--- src/rtl/mux_rr_arbiter.sv ---
// Two-source round-robin arbiter with a one-entry output slot driving the 2:1 Mux select.
// Define MUX_RR_ARBITER_COUNT_EN to add per-source accepted-beat counters.
module mux_rr_arbiter #(
  parameter int WIDTH = 8,
  parameter int CNT_W = 16
) (
  input  logic             clk,
  input  logic             rst,
  input  logic             a_valid,
  input  logic [WIDTH-1:0] a_data,
  output logic             a_ready,
  input  logic             b_valid,
  input  logic [WIDTH-1:0] b_data,
  output logic             b_ready,
  output logic             sel,
  output logic             out_valid,
  output logic [WIDTH-1:0] out_data,
  input  logic             out_ready,
  output logic [CNT_W-1:0] a_count,
  output logic [CNT_W-1:0] b_count
);

  typedef enum logic {
    EMPTY = 1'b0,
    FULL  = 1'b1
  } state_t;

  state_t           state_q, state_d;
  logic [WIDTH-1:0] data_q, data_d;
  logic             sel_q, sel_d;
  logic             last_q, last_d;
  logic             gnt_a, gnt_b;
  logic             can_accept;
  logic             acc_a, acc_b;

  // On contention the source that did not win last time is granted.
  always_comb begin
    gnt_a = 1'b0;
    gnt_b = 1'b0;
    case ({a_valid, b_valid})
      2'b10:   gnt_a = 1'b1;
      2'b01:   gnt_b = 1'b1;
      2'b11: begin
        gnt_a = last_q;
        gnt_b = ~last_q;
      end
      default: ;
    endcase
  end

  assign can_accept = (state_q == EMPTY) | out_ready;
  assign a_ready    = can_accept & gnt_a;
  assign b_ready    = can_accept & gnt_b;
  assign acc_a      = a_valid & a_ready;
  assign acc_b      = b_valid & b_ready;

  always_comb begin
    state_d = state_q;
    data_d  = data_q;
    sel_d   = sel_q;
    last_d  = last_q;
    if (acc_a | acc_b) begin
      state_d = FULL;
      data_d  = acc_a ? a_data : b_data;
      sel_d   = acc_b;
      last_d  = acc_b;
    end else if (state_q == FULL && out_ready) begin
      state_d = EMPTY;
    end
  end

  always_ff @(posedge clk or posedge rst) begin
    if (rst) begin
      state_q <= EMPTY;
      data_q  <= '0;
      sel_q   <= 1'b0;
      last_q  <= 1'b1;
    end else begin
      state_q <= state_d;
      data_q  <= data_d;
      sel_q   <= sel_d;
      last_q  <= last_d;
    end
  end

  assign out_valid = (state_q == FULL);
  assign out_data  = data_q;
  assign sel       = sel_q;

`ifdef MUX_RR_ARBITER_COUNT_EN
  logic [CNT_W-1:0] a_cnt_q, a_cnt_d;
  logic [CNT_W-1:0] b_cnt_q, b_cnt_d;

  always_comb begin
    a_cnt_d = a_cnt_q;
    b_cnt_d = b_cnt_q;
    if (acc_a) a_cnt_d = a_cnt_q + 1'b1;
    if (acc_b) b_cnt_d = b_cnt_q + 1'b1;
  end

  always_ff @(posedge clk or posedge rst) begin
    if (rst) begin
      a_cnt_q <= '0;
      b_cnt_q <= '0;
    end else begin
      a_cnt_q <= a_cnt_d;
      b_cnt_q <= b_cnt_d;
    end
  end

  assign a_count = a_cnt_q;
  assign b_count = b_cnt_q;
`else
  assign a_count = '0;
  assign b_count = '0;
`endif

endmodule

--- config.mk ---
export PLATFORM = sky130hd
export DESIGN_NAME = mux_rr_arbiter
export DESIGN_NICKNAME = d
export VERILOG_FILES = /design/src/rtl/mux_rr_arbiter.sv
export SDC_FILE = /design/constraint.sdc
export NUM_CORES = 1
export LEC_CHECK = 0
export ABC_CLOCK_PERIOD_IN_PS = 3500
export BUFFER_PORTS_ARGS = -buffer_cell sky130_fd_sc_hd__buf_2
export CAP_MARGIN = 0
export CORE_UTILIZATION = 41
export DETAILED_ROUTE_END_ITERATION = 10
export PLACE_DENSITY = 0.94
export REMOVE_ABC_BUFFERS = 1
export SYNTH_ARGS = -nofsm -noshare
export SYNTH_HDL_FRONTEND = slang
export SYNTH_SLANG_ARGS = --single-unit
--- constraint.sdc ---
create_clock -name clk -period 3.5 [get_ports clk]
set_clock_uncertainty 0.2 [all_clocks]
set_input_delay 0.525 -clock clk [delete_from_list [all_inputs] [get_ports clk]]
set_output_delay 0.525 -clock clk [all_outputs]
set_load 0.01 [all_outputs]
# --- Word-level counts from Yosys, hierarchy flattened ---
# Cells that the tools add are included.
totals:
  out_inout_bits: 44
  inputBits: 21
  regBits: 11
op_classes:
  eq_ne: 3
  n_mux: 5
  bitwise: 8
  n_reduce_logical: 2
ops:
  columns: ["cell", "n"]
  rows:
  - ["$mux 8", 1]
  - ["$and 1x1->1", 4]
  - ["$eq 2x2->1 const B", 2]
  - ["$pmux 1 s2", 2]
  - ["$eq 2x1->1 const B", 1]
  - ["$mux 1", 2]
  - ["$not 1->1", 2]
  - ["$or 1x1->1", 2]
  - ["$reduce_bool 2->1", 1]
  - ["$logic_and 1x1->1", 1]

# --- Longest topological paths before layout ---
depth:
  word_depth: 6
  depth_mapped: 5
  depth_no_buf: 3

# --- Worst setup path after synthesis ---
# Ideal clock, no wire load.
synth_path:
  kind: "in2out"
  start: "input out_ready"
  end: "output b_ready"
  slack_ps: 1541
  t_arrival_ps: 1234
  n_path_buf: 1
  t_required_ps: 2775
  path_stages: 4
  cell_sequence: "nand2b_1 clkbuf_1 nand2_1 a21oi_1"
synth_between:
  elab_chain_cells: 2
synth_lines:
  columns: ["item", "line", "text"]
  rows:
  - ["start, declared", "18", "input logic out_ready,"]
  - ["$or 1x1->1", "51", "assign can_accept = (state_q == EMPTY) | out_ready;"]
  - ["$and 1x1->1", "53", "assign b_ready = can_accept & gnt_b;"]
  - ["end, declared", "14", "output logic b_ready,"]
# Every way passes these cells.

# --- Worst setup path after layout ---
layout_path:
  start: "register last_q"
  end: "output a_ready"
layout_between:
  elab_chain_cells: 2
layout_lines:
  columns: ["item", "line", "text"]
  rows:
  - ["start, declared", "31", "logic last_q, last_d;"]
  - ["start signal, assigned", "82", "last_q <= last_d;"]
  - ["$pmux 1 s2", "40", "case ({a_valid, b_valid})"]
  - ["$and 1x1->1", "52", "assign a_ready = can_accept & gnt_a;"]
  - ["end, declared", "11", "output logic a_ready,"]
# Every way passes these cells.

==> run metrics <==
status finished, final reports clean; Core ar. approximately 1800 µm²; CTS tree done; cell total after placement around 150; area leader, netlist dfrtp_1; Post-Syn Area per Cell 8.61 µm²; relative slew slack around 44%; CTS buffer count 3; Reg2Reg Capture Point out_data[3]; worst reg2reg path depth 3; Design Power about 0.00036 W; clk slew on worst S/H paths 0.07 ns; IO Count 65; Via density roughly 4.6; hold_buf cts 0; CP Launch Type flip-flop; Worst setup EP type output port; worst endpoint required time 2.77 ns; Setup crit start last_q; Post-Layout Cell Count ~150; fin crit period 2.31 ns; final hold slack approximately 0.025 ns; root buf cell clkbuf_4; Resized Gates After CTS 0; cell count after synthesis 95; Final Hold Vio Count 0; Seq cells post-synth 11; worst vdd ir roughly 0.22 mV; ranking of synthesized cells by area dfrtp_1 (31%), buf_4 (29%), o311ai_1 (8.6%); clk buf depth 2; critical path type flip-flop to output port; Yosys cell types 16; grt total ovfl 0; die area 2180 µm²; layout cells sized above 1 29.4%; synthesized area between 800 and 900 µm²; DR WL/cell roughly 11 µm; Final ANT Viol Nets 0; number of global-route vias before repair a little under 600; initial core utilization between 40 and 50%; GRT Total Usage 16.4%; Max-Cap Viols 0; drt first pass iters 4; ant diodes 0; Lkg Pwr slightly below 0.5 nW; crit path DAT 1.58 ns; Seq/Total Area, Yosys between 30% and 40%; first-pass GRT wire length between 2000 and 2500 µm; GPL Wtd Cong about 0.8; final setup vio count 0; max-slew violations 0; die width around 47 µm; Hold WC Path Type input port to asynchronous set/reset pin; Synth Warn # 0; reg-to-reg slack, setup between 1.5 and 2 ns; largest net degree at the start of global routing 14; IO buf count 32; DP HPWL roughly 1200 µm; CTS sink count 11; PD cells 410 nW/µm²; Peak Freq approximately 430 MHz; Initial DRC Count 14; Yosys top cell area share a little under a third; most frequent cells in the layout conb_1 (32), buf_2 (32), o21ai_0 (11); H-Tree Depth 1; Max FO, Critical Path 10; Tightest Pin Transition slightly above 0.8 ns; final WL about 1700 µm; period utilization 65.9%; Site Rows 15; initial antenna violation count 0; Layout area overhead 7.80%; Reg-to-Reg Start out_valid; final setup TNS 0 ns; die height 46.7 µm; DR vias between 600 and 700; clk_lat worst skew around 0.27 ns; drt drc 0; layout net count 148; RSZ-0062 raised after global routing no; setup bufs post-CTS 0
cell families after synthesis:
family,after synthesis,synth area share (%)
other,1,0.458
buffers and inverters,46,37.6
AO/OA/AOI/OAI,21,16.5
flip-flops,11,33.8
AND/OR/NAND/NOR,16,11.6
sequential cells by signal (all words and copies together), names as in the netlist:
register	count
last_q	1
out_data	8
out_valid	1
sel	1
how the worst max path moves through the flow:
stage	cells past startpoint	end	slack (ns)
final	3	a_ready	1.19
after floorplan	3	b_ready	1.65
after CTS	3	a_ready	1.22
after global placement	4	a_ready	1.36
after detailed placement	4	a_ready	1.34
after global routing	3	a_ready	1.15
final cells by class:
cell class / instances / area [µm²]
repair buffers: 32 / 160
well taps: 25 / 31.3
multi-input cells: 69 / 350
flip-flops and latches: 11 / 277
clock buffers: 4 / 26.3
fillers: 181 / 920
inverters: 10 / 37.5
stage by stage:
step	area [µm²]	utilization (%)	setup slack, ns
2_1_floorplan	664	-	1.65
3_3_place_gp	856	47.5	1.36
3_5_place_dp	856	47.5	1.34
4_1_cts	882	49.0	1.22
5_1_grt	882	49.0	1.15
6_report	882	49.0	1.19
synth_stat cells:
cell type and count:
and3_4 1, buf_4 32, dfstp_2 1, a21oi_1 2, clkbuf_1 2, nor2b_1 1
nand2_1 2, inv_1 10, nand4_1 8, o311ai_1 8, conb_1 1, nor2_1 2
nand2b_1 2, o21ai_0 11, dfrtp_1 10, buf_6 2
worst max-delay path, cell delays in order (launching register included):
cell and delay (ns):
dfstp_2 0.55, nand2b_1 0.30, and3_4 0.31, buf_2 0.15
power breakdown:
part | switching (W) | internal [W] | total (W)
Sequential | 0.0000106 | 0.000150 | 0.000161
Clock | 0.0000464 | 0.0000442 | 0.0000906
Combinational | 0.0000699 | 0.0000401 | 0.000110
Total | 0.000127 | 0.000235 | 0.000361
metal layers:
layer / vias up / wire [µm] / global-route usage [%] / part of all wire [%]
li1: 325 / - / - / -
met1: 307 / 651 / 19.0 / 39
met2: 57 / 768 / 26.4 / 46
met3: 6 / 197 / 3.14 / 12
met4: 0 / 36 / 12.0 / 2.2
met5: - / 0 / 0 / 0
Power figures use the tool's default switching activity.
